`src/rtl/muldiv_unit.sv`:
```
// rtl/muldiv_unit.sv - iterative signed/unsigned multiply/divide unit with start/done/abort handshake
//
// Purpose: shift-add multiplier and restoring divider sharing one 2*RV-bit
// working accumulator, retiring STEP bits per RUN cycle. Results land in
// lo/hi/div0, which are separate from the working state.
//
// Ports:
//   clk, reset_n          clock, synchronous active-low reset
//   start, op, a, b       launch request (op: 00 MULU, 01 MULS, 10 DIVU, 11 DIVS)
//   abort                 kill an in-flight operation
//   hi_wr, hi_wdata       software write of hi while not busy
//   busy, done            in-flight flag, one-cycle completion pulse
//   lo, hi, div0          product halves or quotient/remainder, divide-by-zero flag

module muldiv_unit #(
    parameter int RV   = 32,
    parameter int STEP = 1
) (
    input  logic          clk,
    input  logic          reset_n,
    input  logic          start,
    input  logic [1:0]    op,
    input  logic [RV-1:0] a,
    input  logic [RV-1:0] b,
    input  logic          abort,
    input  logic          hi_wr,
    input  logic [RV-1:0] hi_wdata,
    output logic          busy,
    output logic          done,
    output logic [RV-1:0] lo,
    output logic [RV-1:0] hi,
    output logic          div0
);

    localparam int N  = RV / STEP;
    localparam int CW = (N > 1) ? $clog2(N) : 1;

    typedef enum logic [1:0] {
        S_IDLE = 2'd0,
        S_RUN  = 2'd1,
        S_FIX  = 2'd2,
        S_DONE = 2'd3
    } state_t;

    state_t          state_q, state_d;
    logic [CW-1:0]   cnt_q, cnt_d;
    logic [2*RV-1:0] acc_q, acc_d;
    logic [RV-1:0]   opnd_q, opnd_d;
    logic            is_div_q, is_div_d;
    logic            res_neg_q, res_neg_d;
    logic            rem_neg_q, rem_neg_d;
    logic            dz_q, dz_d;
    logic            busy_q, busy_d;
    logic            done_q, done_d;
    logic [RV-1:0]   lo_q, lo_d;
    logic [RV-1:0]   hi_q, hi_d;
    logic            div0_q, div0_d;

    // Operand magnitudes: op[0] selects signed interpretation for both mul and div.
    logic          a_neg, b_neg;
    logic [RV-1:0] a_mag, b_mag;

    assign a_neg = op[0] & a[RV-1];
    assign b_neg = op[0] & b[RV-1];
    assign a_mag = a_neg ? (~a + 1'b1) : a;
    assign b_mag = b_neg ? (~b + 1'b1) : b;

    // Sign-corrected views of the finished accumulator.
    logic [2*RV-1:0] prod_fix;
    logic [RV-1:0]   quot_fix, rem_fix;

    assign prod_fix = res_neg_q ? (~acc_q + 1'b1) : acc_q;
    assign quot_fix = res_neg_q ? (~acc_q[RV-1:0] + 1'b1) : acc_q[RV-1:0];
    assign rem_fix  = rem_neg_q ? (~acc_q[2*RV-1:RV] + 1'b1) : acc_q[2*RV-1:RV];

    // One RUN cycle of datapath: STEP chained iterations.
    // Multiply: acc = {partial, multiplier}; add multiplicand on lsb, shift right.
    // Divide:   acc = {remainder, dividend/quotient}; shift left, trial-subtract.
    logic [2*RV-1:0] acc_step;
    logic [RV:0]     sum;
    logic [RV:0]     sh;

    always_comb begin
        acc_step = acc_q;
        sum      = '0;
        sh       = '0;
        for (int i = 0; i < STEP; i++) begin
            if (!is_div_q) begin
                sum      = {1'b0, acc_step[2*RV-1:RV]} + (acc_step[0] ? {1'b0, opnd_q} : {(RV+1){1'b0}});
                acc_step = {sum, acc_step[RV-1:1]};
            end else begin
                sh = {acc_step[2*RV-1:RV], acc_step[RV-1]};
                if (sh >= {1'b0, opnd_q}) begin
                    sh       = sh - {1'b0, opnd_q};
                    acc_step = {sh[RV-1:0], acc_step[RV-2:0], 1'b1};
                end else begin
                    acc_step = {sh[RV-1:0], acc_step[RV-2:0], 1'b0};
                end
            end
        end
    end

    always_comb begin
        state_d   = state_q;
        cnt_d     = cnt_q;
        acc_d     = acc_q;
        opnd_d    = opnd_q;
        is_div_d  = is_div_q;
        res_neg_d = res_neg_q;
        rem_neg_d = rem_neg_q;
        dz_d      = dz_q;
        lo_d      = lo_q;
        hi_d      = hi_q;
        div0_d    = div0_q;

        case (state_q)
            S_IDLE, S_DONE: begin
                state_d = S_IDLE;
                if (start && !abort) begin
                    is_div_d  = op[1];
                    res_neg_d = a_neg ^ b_neg;
                    rem_neg_d = a_neg;
                    opnd_d    = b_mag;
                    cnt_d     = CW'(N - 1);
                    if (op[1] && (b == '0)) begin
                        // Divide by zero skips RUN; raw a is parked for hi.
                        dz_d    = 1'b1;
                        acc_d   = {{RV{1'b0}}, a};
                        state_d = S_FIX;
                    end else begin
                        dz_d    = 1'b0;
                        acc_d   = {{RV{1'b0}}, a_mag};
                        state_d = S_RUN;
                    end
                end
            end
            S_RUN: begin
                if (abort) begin
                    state_d = S_IDLE;
                end else begin
                    acc_d = acc_step;
                    if (cnt_q == '0) begin
                        state_d = S_FIX;
                    end else begin
                        cnt_d = cnt_q - 1'b1;
                    end
                end
            end
            S_FIX: begin
                if (abort) begin
                    state_d = S_IDLE;
                end else begin
                    state_d = S_DONE;
                    if (!is_div_q) begin
                        lo_d   = prod_fix[RV-1:0];
                        hi_d   = prod_fix[2*RV-1:RV];
                        div0_d = 1'b0;
                    end else if (dz_q) begin
                        lo_d   = '1;
                        hi_d   = acc_q[RV-1:0];
                        div0_d = 1'b1;
                    end else begin
                        lo_d   = quot_fix;
                        hi_d   = rem_fix;
                        div0_d = 1'b0;
                    end
                end
            end
            default: state_d = S_IDLE;
        endcase

        // Only reachable when not busy, so never collides with the FIX load.
        if (hi_wr && !busy_q) begin
            hi_d = hi_wdata;
        end

        busy_d = (state_d == S_RUN) || (state_d == S_FIX);
        done_d = (state_d == S_DONE);
    end

    always_ff @(posedge clk) begin
        if (!reset_n) begin
            state_q   <= S_IDLE;
            cnt_q     <= '0;
            acc_q     <= '0;
            opnd_q    <= '0;
            is_div_q  <= 1'b0;
            res_neg_q <= 1'b0;
            rem_neg_q <= 1'b0;
            dz_q      <= 1'b0;
            busy_q    <= 1'b0;
            done_q    <= 1'b0;
            lo_q      <= '0;
            hi_q      <= '0;
            div0_q    <= 1'b0;
        end else begin
            state_q   <= state_d;
            cnt_q     <= cnt_d;
            acc_q     <= acc_d;
            opnd_q    <= opnd_d;
            is_div_q  <= is_div_d;
            res_neg_q <= res_neg_d;
            rem_neg_q <= rem_neg_d;
            dz_q      <= dz_d;
            busy_q    <= busy_d;
            done_q    <= done_d;
            lo_q      <= lo_d;
            hi_q      <= hi_d;
            div0_q    <= div0_d;
        end
    end

    assign busy = busy_q;
    assign done = done_q;
    assign lo   = lo_q;
    assign hi   = hi_q;
    assign div0 = div0_q;

endmodule
```
`config.mk`:
```
export PLATFORM = sky130hd
export DESIGN_NAME = muldiv_unit
export DESIGN_NICKNAME = d
export VERILOG_FILES = /design/src/rtl/muldiv_unit.sv
export SDC_FILE = /design/constraint.sdc
export NUM_CORES = 1
export LEC_CHECK = 0
export CORE_UTILIZATION = 62
export CTS_BUF_LIST = sky130_fd_sc_hd__clkbuf_8
export DETAILED_ROUTE_END_ITERATION = 16
export PLACE_DENSITY = 0.87
export RECOVER_POWER = 25
export SLEW_MARGIN = 25
export SYNTH_ARGS = -nofsm -noshare
export SYNTH_HDL_FRONTEND = slang
export SYNTH_SLANG_ARGS = --single-unit
```
`constraint.sdc`:
```
create_clock -name clk -period 6.26 [get_ports clk]
set_input_delay 0.626 -clock clk [delete_from_list [all_inputs] [get_ports clk]]
set_output_delay 0.626 -clock clk [all_outputs]
set_load 0.02 [all_outputs]
```
==> impl_metrics.toml <==
[routing]
finalWirelength_mm = 53.67
wl_per_cell_um = 21.88
drc_errors = 0
via_count = 16827
initialDrtViolationCount = 2312
vias_per_cell = 6.860
ant_nets = 0
drt-pass1-iter-count = 8

[logic_synthesis]
synth_edf_count = 0
synth_fp_nets = 2263
syn_avg_cell_area_sq_um = 7.411
async_reset_ff_frac = 0
yosysSeqAreaShare = 0.2254
synth_warnings = 0
synth.ff_latch_count = 174
syn_area_sq_mm = 0.01545
yosys.cell_types.count = 86
postSynthCellCount = 2085
ys.flop_type = "dfxtp_1"

[sta]
hold_viol = 0
max_slew_margin = 0.3080
fmax_mhz = 248.9
finalSetupViolations = 0
fin_crit_ps = 4018
skew_ps = 30.37
finalSetupTns_ps = 0
worst_pin_slew_ps = 1038
slew_viol_final = 0
finalCritPeriodShare = 0.6419
rsz0062_at_grt = "false"

[clock_network]
cts_tree = "built"
htreeDepth = 4
ctsResizeCount = 0
clk_pin_slew_ps = 120
postCtsHoldBufs = 0
clockBufferDepth = 2
clk_latency_ps = 510
numCtsBuffers = 17
cts_setup_buffers = 0
clockRootBuffer = "clkbuf_8"
cts_num_sinks = 174

[floorplanning]
ioPinCount = 170
fp.dieArea_sq_mm = 0.02556
core_sq_mm = 0.02439
die_x_um = 159.9
die_h_um = 159.9
placementRows = 57
initial_utilization = 0.6335

[placement]
portBuffers = 169
dp_hpwl_mm = 39.62
dp_cells = 2421
globalplace.congestion = 0.9761

[setup_path]
timing.reg2reg.setup_slack_ps = 2240
required_ps = 6640
endpoint_kind = "flop"
cp.arrival_ps = 4400
path_class = "reg -> reg"
critical_path.max_fanout = 21
crit_path_start_kind = "flop"
r2r_cells = 10

[global_routing]
antenna_found_initial = 0
grt_overflow = 0
grt_pass1_wl_mm = 82.72
grt_start_max_net_pins = 109
grt_use_total = 0.4059
grt_pass1_vias = 15056

[min_path]
hp-class = "reg -> reg"
min_path_cells = 2

[cells_and_area]
n_antenna_cell = 0
num-nets-final = 2294
num-fill-cells = 2069
drive_above_1_share = 0.05449
area_growth_pct = 12.83
final_cells = 2453

[job]
max_cap_violations = 0

[power_and_ir_drop]
vdd_ir_drop_max_uv = 163.5
p_per_area_mw_per_mm2 = 159.6
p_leak_nw = 7.292

[run_status]
run_status = "completed"
-- synthesized netlist by cell type (8+ instances only) --
cell type | number | area (sq um)
a211oi_1 | 15 | 112.6
a21boi_0 | 14 | 105.1
a21o_1 | 47 | 352.8
a21oi_1 | 163 | 815.8
a221o_1 | 8 | 80.08
a221oi_1 | 11 | 96.34
a31oi_1 | 27 | 168.9
and2_1 | 13 | 81.33
and3_1 | 13 | 81.33
buf_2 | 13 | 65.06
clkbuf_1 | 149 | 559.3
dfxtp_1 | 174 | 3483
ha_1 | 73 | 913.4
inv_1 | 67 | 251.5
mux2i_1 | 46 | 460.4
nand2_1 | 227 | 852.1
nand2b_1 | 17 | 106.4
nand3_1 | 59 | 295.3
nand4_1 | 24 | 150.1
nor2_1 | 120 | 450.4
nor2b_1 | 19 | 118.9
nor3_1 | 28 | 140.1
nor4_1 | 12 | 75.07
o211a_1 | 27 | 270.3
o211ai_1 | 39 | 292.8
o21a_1 | 16 | 120.1
o21ai_0 | 185 | 925.9
o21ai_1 | 30 | 150.1
o21bai_1 | 8 | 60.06
o221ai_1 | 10 | 87.58
o31ai_1 | 38 | 285.3
o41ai_1 | 14 | 122.6
or2_2 | 13 | 81.33
or3_1 | 31 | 193.9
or4_1 | 19 | 142.6
xnor2_1 | 94 | 823.3
xor2_1 | 88 | 770.7
-- power by group --
group          internal [mW]  leakage (nW)  switching, mW
Clock                  0.316         0.211          0.552
Sequential              1.16          1.42         0.0686
Combinational          0.281          5.66          0.409
Total                   1.75          7.29           1.03
-- path summary, 6_finish.rpt --
check                                           start                   to
worst min register to register     hi[7]$_SDFFE_PN0P_   hi[7]$_SDFFE_PN0P_
worst max register to register  acc_q[0]$_SDFFE_PN0P_  hi[18]$_SDFFE_PN0P_
worst max-delay path            acc_q[0]$_SDFFE_PN0P_  hi[18]$_SDFFE_PN0P_
worst min-delay path               hi[7]$_SDFFE_PN0P_   hi[7]$_SDFFE_PN0P_
-- kinds of logic (layout without fill, tap and decap cells) --
logic type / Yosys count / count (layout) / share of synthesized area
and+or+nand+nor: 634 / 634 / 0.2042
DFF: 174 / 174 / 0.2254
adders and majority gates: 75 / 75 / 0.06171
muxes: 52 / 52 / 0.03417
buffers and inverters: 239 / 283 / 0.06081
xor gates and xnor gates: 182 / 182 / 0.1032
AOI/OAI and AO/OA: 729 / 729 / 0.3105
-- final cells by class --
cell class | instances | area [sq um] | share of cell area
Multi-Input combinational cell | 1672 | 11050 | 0.6340
Sequential cell | 174 | 3490 | 0.2002
Timing Repair Buffer | 183 | 1794 | 0.1029
Tap cell | 324 | 405.4 | 0.02325
Inverter | 68 | 255.2 | 0.01464
Clock buffer | 17 | 234.0 | 0.01342
Clock inverter | 15 | 202.7 | 0.01163
-- routing by layer --
metal | routed length (um) | vias to the layer above | track usage
met5 | 0 | - | 0
met4 | 2029 | 0 | 0.1623
met3 | 7189 | 153 | 0.1117
met2 | 22380 | 1136 | 0.5990
met1 | 22070 | 7866 | 0.5569
li1 | - | 7672 | -
-- flip-flops by register name, summed over array words and instances, names as in the netlist --
signal	count
done	1
hi	32
div0	1
opnd_q	32
is_div_q	1
busy	1
dz_q	1
cnt_q	5
rem_neg_q	1
state_q	2
res_neg_q	1
lo	32
acc_q	64
-- stage by stage --
stage               utilization  setup WS, ps  total power, mW  area, sq um  hold WS (ps)
floorplan                     -          3193            1.666        15450         441.0
global placement         0.6965          2300            1.906        16990         451.7
detailed placement       0.6966          2199            1.919        16990         461.3
CTS                      0.7145          2338            2.765        17430         475.7
global route             0.7147          1968            2.885        17430         499.5
finish                   0.7147          2242            2.782        17430         477.8
-- layout by cell type, fill, tap and decap left out, types with 14 or more instances in the layout --
master,count
nand2_1,227
o21ai_0,184
dfxtp_1,171
a21oi_1,162
nor2_1,119
clkdlybuf4s50_1,111
xnor2_1,94
xor2_1,88
ha_1,72
inv_1,67
nand3_1,59
dlygate4sd3_1,57
a21o_1,47
mux2i_1,46
o211ai_1,39
o31ai_1,38
or3_1,31
o21ai_1,30
a31oi_1,27
nor3_1,27
o211a_1,27
nand4_1,24
or4_1,19
nor2b_1,17
nand2b_1,17
clkbuf_8,17
o21a_1,16
a211oi_1,15
buf_4,15
a21boi_0,14
o41ai_1,14
-- critical path: stages (launching register included) --
cell and delay (ps):
dfxtp_1 380, inv_1 600, ha_1 310, or3b_2 490, nor3_1 230, nand2_1 210, or3_1 580, o41ai_1 450
xnor2_1 100, o21ai_0 440, a21oi_1 120
Note: power is estimated with default switching activity, not from simulation.
